==> config.mk <==
export PLATFORM = sky130hd
export DESIGN_NAME = drink_dispatch_ctrl
export DESIGN_NICKNAME = d
export VERILOG_FILES = /design/src/rtl/drink_dispatch_ctrl.sv
export SDC_FILE = /design/constraint.sdc
export NUM_CORES = 1
export LEC_CHECK = 0
export BUFFER_PORTS_ARGS = -buffer_cell sky130_fd_sc_hd__buf_4
export CORE_MARGIN = 3
export CORE_UTILIZATION = 60
export CTS_BUF_LIST = sky130_fd_sc_hd__clkbuf_2 sky130_fd_sc_hd__clkbuf_4 sky130_fd_sc_hd__clkbuf_8
export DETAILED_ROUTE_END_ITERATION = 7
export GPL_TIMING_DRIVEN = 0
export HOLD_SLACK_MARGIN = 0.05
export PLACE_DENSITY = 0.79
export SKIP_CTS_REPAIR_TIMING = 1
export SLEW_MARGIN = 10
export SYNTH_ARGS = -nofsm -noshare
export SYNTH_HDL_FRONTEND = slang
export SYNTH_SLANG_ARGS = --single-unit
==> constraint.sdc <==
create_clock -name clk -period 3.97 [get_ports clk]
set_clock_uncertainty 0.2 [all_clocks]
set_input_delay 0.5955 -clock clk [delete_from_list [all_inputs] [get_ports clk]]
set_output_delay 0.5955 -clock clk [all_outputs]
set_load 0.05 [all_outputs]
==> src/rtl/drink_dispatch_ctrl.sv <==
// Multi-channel drink dispense controller: request arbitration, one-hot mechanism drive,
// completion via synchronised finish edge, per-channel stock tracking and timeout fault.
module drink_dispatch_ctrl #(
  parameter int unsigned N_CH      = 4,
  parameter int unsigned MAX_STOCK = 15,
  parameter int unsigned TIMEOUT   = 1000,
  localparam int unsigned SEL_W    = $clog2(N_CH),
  localparam int unsigned STK_W    = $clog2(MAX_STOCK + 1),
  localparam int unsigned TMR_W    = $clog2(TIMEOUT + 1)
) (
  input  logic             clk,
  input  logic             rst_n,
  input  logic             req,
  input  logic [SEL_W-1:0] sel,
  output logic             req_ack,
  output logic             req_rej,
  output logic [N_CH-1:0]  drink_contral,
  input  logic [N_CH-1:0]  drink_out_fin,
  output logic             flag,
  output logic             done,
  output logic             fault,
  input  logic             fault_clr,
  input  logic             refill,
  input  logic [SEL_W-1:0] refill_ch,
  output logic [N_CH-1:0]  sold_out
);

  typedef enum logic [1:0] {
    S_IDLE,
    S_DRIVE,
    S_FAULT
  } state_e;

  state_e             state_q, state_d;
  logic [SEL_W-1:0]   ch_q, ch_d;
  logic [TMR_W-1:0]   timer_q, timer_d;
  logic [TMR_W-1:0]   timer_inc;
  logic [STK_W-1:0]   stock_q [N_CH];
  logic [N_CH-1:0]    sold_out_q;
  logic               ack_q, ack_d;
  logic               rej_q, rej_d;
  logic               done_q, done_d;
  logic [N_CH-1:0]    fin_s1_q, fin_s2_q, fin_s3_q;
  logic [N_CH-1:0]    fin_rise;
  logic               sel_ok;
  logic [STK_W-1:0]   sel_stock;
  logic               dec_en;

  assign fin_rise  = fin_s2_q & ~fin_s3_q;
  assign sel_ok    = 32'(sel) < N_CH;
  assign sel_stock = sel_ok ? stock_q[sel] : '0;
  assign timer_inc = (timer_q == TMR_W'(TIMEOUT)) ? timer_q : timer_q + 1'b1;

  always_comb begin
    state_d = state_q;
    ch_d    = ch_q;
    timer_d = timer_q;
    ack_d   = 1'b0;
    rej_d   = 1'b0;
    done_d  = 1'b0;
    dec_en  = 1'b0;
    case (state_q)
      S_IDLE: begin
        if (req) begin
          if (!sel_ok || sel_stock == '0) begin
            rej_d = 1'b1;
          end else begin
            ack_d   = 1'b1;
            ch_d    = sel;
            timer_d = '0;
            state_d = S_DRIVE;
          end
        end
      end
      S_DRIVE: begin
        timer_d = timer_inc;
        // completion is checked first so a simultaneous timeout never faults
        if (fin_rise[ch_q]) begin
          done_d  = 1'b1;
          dec_en  = 1'b1;
          state_d = S_IDLE;
        end else if (timer_inc == TMR_W'(TIMEOUT)) begin
          state_d = S_FAULT;
        end
      end
      S_FAULT: begin
        if (fault_clr) state_d = S_IDLE;
      end
      default: state_d = S_IDLE;
    endcase
  end

  always_ff @(posedge clk or negedge rst_n) begin
    if (!rst_n) begin
      state_q  <= S_IDLE;
      ch_q     <= '0;
      timer_q  <= '0;
      ack_q    <= 1'b0;
      rej_q    <= 1'b0;
      done_q   <= 1'b0;
      fin_s1_q <= '0;
      fin_s2_q <= '0;
      fin_s3_q <= '0;
    end else begin
      state_q  <= state_d;
      ch_q     <= ch_d;
      timer_q  <= timer_d;
      ack_q    <= ack_d;
      rej_q    <= rej_d;
      done_q   <= done_d;
      fin_s1_q <= drink_out_fin;
      fin_s2_q <= fin_s1_q;
      fin_s3_q <= fin_s2_q;
    end
  end

  // refill takes priority over a completion decrement on the same channel
  always_ff @(posedge clk or negedge rst_n) begin
    if (!rst_n) begin
      for (int unsigned i = 0; i < N_CH; i++) begin
        stock_q[i] <= STK_W'(MAX_STOCK);
      end
      sold_out_q <= '0;
    end else begin
      for (int unsigned i = 0; i < N_CH; i++) begin
        if (refill && 32'(refill_ch) == i) begin
          stock_q[i] <= STK_W'(MAX_STOCK);
        end else if (dec_en && 32'(ch_q) == i) begin
          stock_q[i] <= stock_q[i] - 1'b1;
        end
        sold_out_q[i] <= (stock_q[i] == '0);
      end
    end
  end

  assign req_ack       = ack_q;
  assign req_rej       = rej_q;
  assign done          = done_q;
  assign flag          = (state_q == S_IDLE);
  assign fault         = (state_q == S_FAULT);
  assign drink_contral = (state_q == S_DRIVE) ? (N_CH'(1) << ch_q) : '0;
  assign sold_out      = sold_out_q;

endmodule

==> results.json, run 1 <==
{
  "outcome": "completed",
  "root_buffer": "clkbuf_8",
  "drv_slew": 0,
  "fillers": 267,
  "start_util": 0.654,
  "powerDensity_nw_per_um2": 579,
  "row_count": 21,
  "p_total_mw": 1.53,
  "clk_latency_ns": 0.30,
  "htree_num_levels": 2,
  "ys_seq_elements": 49,
  "comb_power_share": 0.356,
  "syn2layout_area_growth_pct": 14.6,
  "ios": 26,
  "coreArea_sq_um": 3520,
  "viasPerCell": 5.76,
  "port_buffers": 25,
  "mostFrequentLayoutCells": "dfrtp_1 (33), buf_4 (25), nand2_1 (22)",
  "hp-class": "in2async",
  "place_hpwl_mm": 3.09,
  "cellLeakagePower_nw": 1.14,
  "dieArea_sq_um": 4610,
  "fin_crit_sh": 0.638,
  "place_congestion": 0.889,
  "tightest_slew_ns": 0.890,
  "drt-initial-drc-count": 168,
  "p_seq_frac": 0.453,
  "worstSetupEndpointType": "primary output",
  "grtUsageTotal": 0.214,
  "required_ns": 3.17,
  "overflow": 0,
  "grt_pass1_vias": 1593,
  "cts_buffers": 5,
  "setup_viol": 0,
  "p_switching_mw": 0.594,
  "intPower_mw": 0.933,
  "finalHoldWorstSlack_ns": 0.0822,
  "cts_tree": "done",
  "path_class": "reg2out",
  "yosysWarnings": 0,
  "setup_tns_ns": 0,
  "drcViolationCount": 0,
  "synthCells": 220,
  "clockPowerShare": 0.191,
  "synth_fp_nets": 239,
  "layout-drive-gt1-share": 0.241,
  "vias": 1721,
  "clockBufferDepth": 2,
  "cts.sinks": 49,
  "yosysUniqueCellTypes": 45,
  "path_clk_slew_ns": 0.09,
  "grt_max_degree": 50,
  "grt_pass1_wl_mm": 7.28,
  "synth_flop_cell": "dfrtp_1",
  "ys_async_sr_fraction": 1.00,
  "netlist_area_sq_um": 2300,
  "synth_edf_count": 0,
  "crit_arrival_ns": 1.74,
  "dr.pass1.iters": 4,
  "antenna_found_initial": 0,
  "die_height_um": 67.9,
  "layout_commonest_cell": "dfrtp_1",
  "ir_drop_mv": 0.435,
  "hold_viol": 0,
  "min_period_ns": 2.53,
  "ant_nets": 0,
  "seq_area_frac_synth": 0.542,
  "cp_max_fo": 10,
  "syn_area_per_cell_sq_um": 10.5,
  "drv_cap": 0,
  "antenna_cells": 0,
  "totalWireLength_mm": 4.26,
  "avgRoutedWirePerCell_um": 14.2,
  "fin_nets": 271,
  "max_freq_ghz": 0.395,
  "die-width_um": 67.9,
  "cp-start-kind": "register",
  "rsz0062_at_grt": "false",
  "swShare": 0.389,
  "relSlewSlack": 0.401
}
sequential cells by signal, indices dropped and copies added, names as in the netlist:
register / count
sold_out: 4
done: 1
stock_q: 16
ch_q: 2
timer_q: 10
req_ack: 1
fin_s3_q: 4
fin_s1_q: 4
fin_s2_q: 4
req_rej: 1
state_q: 2
power groups by stage:
stage / Clock, mW / Combinational (mW) / Sequential [mW]
detailed placement: 0 / 0.541 / 0.699
global placement: 0 / 0.527 / 0.696
global route: 0.324 / 0.607 / 0.707
floorplan: 0 / 0.382 / 0.701
finish: 0.291 / 0.543 / 0.692
CTS: 0.297 / 0.544 / 0.691
cells by family after synthesis:
logic type | Yosys count | synth area share
flops | 49 | 0.542
buf+inv | 21 | 0.0353
compound gates | 35 | 0.0973
mux | 5 | 0.0288
simple gates | 91 | 0.215
fa+ha+maj | 6 | 0.0326
xor+xnor | 13 | 0.0495
cell usage after synthesis (2+ instances only):
| library cell | number | area, sq um |
|---|---|---|
| nand3b_1 | 4 | 30.0 |
| nor2b_1 | 4 | 25.0 |
| ha_1 | 6 | 75.1 |
| xnor2_1 | 9 | 78.8 |
| o211ai_1 | 3 | 22.5 |
| nand2b_1 | 6 | 37.5 |
| buf_2 | 2 | 10.0 |
| a31o_2 | 2 | 17.5 |
| mux2_2 | 3 | 33.8 |
| nor2_1 | 12 | 45.0 |
| nand2_1 | 22 | 82.6 |
| nor4_1 | 5 | 31.3 |
| a31oi_1 | 4 | 25.0 |
| nor3_1 | 9 | 45.0 |
| dfstp_2 | 16 | 420 |
| xor2_1 | 4 | 35.0 |
| a41oi_1 | 2 | 17.5 |
| a21oi_1 | 5 | 25.0 |
| or4_1 | 2 | 15.0 |
| o21ai_0 | 10 | 50.1 |
| inv_1 | 17 | 63.8 |
| nand3_1 | 10 | 50.1 |
| clkbuf_1 | 2 | 7.51 |
| nor3b_1 | 2 | 15.0 |
| or3_1 | 2 | 12.5 |
| dfrtp_1 | 33 | 826 |
| o22ai_1 | 3 | 18.8 |
| nand4_1 | 4 | 25.0 |
layer usage:
layer | routed length, um | global-route usage | vias to the layer above
met3 | 208 | 0.0575 | 9
met1 | 2020 | 0.297 | 829
li1 | - | - | 841
met2 | 1940 | 0.318 | 42
met5 | 0 | 0 | -
met4 | 88 | 0.0868 | 0
area by class of cell:
| class | count | area (sq um) | share of cell area |
|---|---|---|---|
| plain buffers | 4 | 17.5 | 0.00664 |
| multi-input cells | 150 | 973 | 0.369 |
| clock buffers | 5 | 68.8 | 0.0261 |
| inverters | 17 | 63.8 | 0.0242 |
| flip-flops and latches | 49 | 1250 | 0.473 |
| clock inverters | 3 | 21.3 | 0.00807 |
| well taps | 46 | 57.6 | 0.0218 |
| repair buffers | 25 | 188 | 0.0712 |
path summary, 6_finish.rpt:
kind                             start  cells past startpoint  slack, ns          endpoint
max                         state_q[1]                      4       1.44  drink_contral[0]
min                              rst_n                      1       0.08       sold_out[0]
max reg2reg                 timer_q[0]                      7       1.55        state_q[1]
min reg2reg                fin_s1_q[1]                      0       0.16       fin_s2_q[1]
max in group asynchronous        rst_n                      1       3.09        stock_q[8]
min in group clk           fin_s1_q[1]                      0       0.16       fin_s2_q[1]
through the flow:
step | util | area [sq um] | setup slack (ns) | std cells
global route | 0.749 | 2640 | 1.31 | 299
CTS | 0.749 | 2640 | 1.45 | 299
global placement | 0.723 | 2550 | 1.61 | 291
finish | 0.749 | 2640 | 1.44 | 299
detailed placement | 0.723 | 2550 | 1.56 | 291
floorplan | - | 2300 | 1.31 | 220
critical path: stages (launching register included):
cell	delay, ns
dfrtp_1	0.44
nand2b_2	0.26
clkbuf_1	0.26
nor3_1	0.24
buf_4	0.24
Note: power is estimated with default switching activity, not from simulation.
==> inputs of run 2 (changes only) <==
--- a/config.mk
+++ b/config.mk
@@ -7,12 +7,12 @@
 export LEC_CHECK = 0
 export BUFFER_PORTS_ARGS = -buffer_cell sky130_fd_sc_hd__buf_4
 export CORE_MARGIN = 3
-export CORE_UTILIZATION = 60
+export CORE_UTILIZATION = 54
 export CTS_BUF_LIST = sky130_fd_sc_hd__clkbuf_2 sky130_fd_sc_hd__clkbuf_4 sky130_fd_sc_hd__clkbuf_8
 export DETAILED_ROUTE_END_ITERATION = 7
 export GPL_TIMING_DRIVEN = 0
 export HOLD_SLACK_MARGIN = 0.05
-export PLACE_DENSITY = 0.79
+export PLACE_DENSITY = 0.74
 export SKIP_CTS_REPAIR_TIMING = 1
 export SLEW_MARGIN = 10
 export SYNTH_ARGS = -nofsm -noshare
==> constraint.sdc (replaced) <==
create_clock -name clk -period 2.3 [get_ports clk]
set_clock_uncertainty 0.2 [all_clocks]
set_input_delay 0.345 -clock clk [delete_from_list [all_inputs] [get_ports clk]]
set_output_delay 0.345 -clock clk [all_outputs]
set_load 0.05 [all_outputs]
==> run 2 against run 1 <==
  * Global-route usage fell by 1.7 points
  * Wire length rose by 9.8%
  * Sequential power rose by 75%
  * Utilization fell by 7.4 points
  * Via count rose by 1.5%
  * First-iteration DRC count fell by 8.9%
  * Worst hold slack improved by 0.031 ns
  * Combinational power rose by 82%
  * Final cell count rose by 3.0%
  * Final area rose by 3.8%
  * Critical path depth rose by 3
==> results.json, run 2 (synthesis gave the netlist of run 1 again) <==
{
  "outcome": "completed",
  "grtUsageTotal": 0.197,
  "hp-class": "in2reg",
  "drv_slew": 0,
  "avgRoutedWirePerCell_um": 15.2,
  "syn2layout_area_growth_pct": 18.9,
  "setup_tns_ns": 0,
  "powerDensity_nw_per_um2": 986,
  "reg_top3": "stock_q (16), timer_q (10)",
  "htree_num_levels": 2,
  "mostFrequentLayoutCells": "dfrtp_1 (31), buf_4 (25), nand2_1 (22)",
  "viasPerCell": 5.67,
  "coreArea_sq_um": 4060,
  "drt-initial-drc-count": 153,
  "ant_nets": 0,
  "ios": 26,
  "grt_pass1_wl_mm": 7.87,
  "finalHoldWorstSlack_ns": 0.113,
  "totalWireLength_mm": 4.67,
  "required_ns": 2.29,
  "dieArea_sq_um": 5080,
  "hold_viol": 0,
  "fin_area_sq_um": 2740,
  "fin_crit_sh": 0.958,
  "antenna_found_initial": 0,
  "fin_util": 0.674,
  "place_hpwl_mm": 3.27,
  "die_height_um": 71.3,
  "port_buffers": 25,
  "row_count": 23,
  "grt_busiest_layer": "met2",
  "met1_usage": 0.281,
  "cts.sinks": 49,
  "cts_tree": "done",
  "die-width_um": 71.3,
  "drv_cap": 0,
  "layout-drive-gt1-share": 0.271,
  "start_util": 0.567,
  "fin_nets": 276,
  "cp_max_fo": 8,
  "grt_pass1_vias": 1664,
  "cellLeakagePower_nw": 1.17,
  "setup_viol": 0,
  "clk_latency_ns": 0.30,
  "cts_buffers": 5,
  "layout_commonest_cell": "dfrtp_1",
  "ir_drop_mv": 0.510,
  "worstSetupEndpointType": "register",
  "relSlewSlack": 0.331,
  "drcViolationCount": 0,
  "clockBufferDepth": 2,
  "min_period_ns": 2.20,
  "cp-start-kind": "register",
  "placed_area_sq_um": 2550,
  "grtUsageMet2": 0.295,
  "path_clk_slew_ns": 0.09,
  "root_buffer": "clkbuf_8",
  "place_congestion": 0.881,
  "max_freq_ghz": 0.454,
  "dr.pass1.iters": 4,
  "regMostFlops": "stock_q",
  "antenna_cells": 0,
  "crit_arrival_ns": 2.20,
  "p_total_mw": 2.70,
  "path_class": "reg2reg",
  "largest_reg_flops": 16,
  "vias": 1747,
  "overflow": 0,
  "grt_max_degree": 50,
  "tightest_slew_ns": 0.994,
  "grtUsageMet3": 0.0477
}
==> run 2: cell types whose count changed in the layout (fill, tap and decap cells not counted), sizes merged <==
cell	delta
clkinvlp	-1
dlygate4sd3	+5
inv	-1
clkinv	+1
clkbuf	+1
==> run 2: worst paths after layout <==
check | slack, ns | cells past startpoint | endpoint | startpoint
hold / removal | 0.11 | 2 | ch_q[1] | sel[1]
min in group asynchronous | 0.38 | 2 | sold_out[1] | rst_n
hold reg to reg | 0.16 | 0 | fin_s2_q[2] | fin_s1_q[2]
setup reg to reg | 0.1 | 7 | state_q[1] | timer_q[0]
setup / recovery | 0.1 | 7 | state_q[1] | timer_q[0]
max in group asynchronous | 1.09 | 2 | timer_q[1] | rst_n
==> run 2: power by group <==
part / internal [mW] / switching, mW / leakage [nW] / total [mW]
clock: 0.223 / 0.273 / 0.0484 / 0.496
sequential: 1.05 / 0.162 / 0.586 / 1.21
combinational: 0.372 / 0.617 / 0.536 / 0.989
total: 1.65 / 1.05 / 1.17 / 2.70
==> run 2: layer usage <==
layer	part of all wire	wire (um)
met3	0.058	270
met1	0.45	2120
met4	0.011	53
met2	0.48	2220
met5	0	0
==> run 2: through the flow <==
step	instances	setup WS, ns
detailed placement	295	-0.0723
floorplan	220	-0.107
global route	308	-0.00679
finish	308	0.0966
CTS	303	-0.104
global placement	295	-0.0686
==> run 2: area by class of cell <==
cell class              instances  area [sq um]
inverters                      17          63.8
clock buffers                   6          76.3
well taps                      50          62.6
plain buffers                   4          18.8
flip-flops and latches         49          1250
fillers                       324          1320
repair buffers                 30           238
clock inverters                 2          10.0
multi-input cells             150          1020
==> run 2: worst max-delay path: stages (launching register included) <==
cell     delay (ns)
dfrtp_2        0.47
inv_1          0.10
ha_1           0.17
nand3_2        0.09
nor4_4         0.28
mux2_4         0.33
and4_1         0.21
a31o_2         0.24
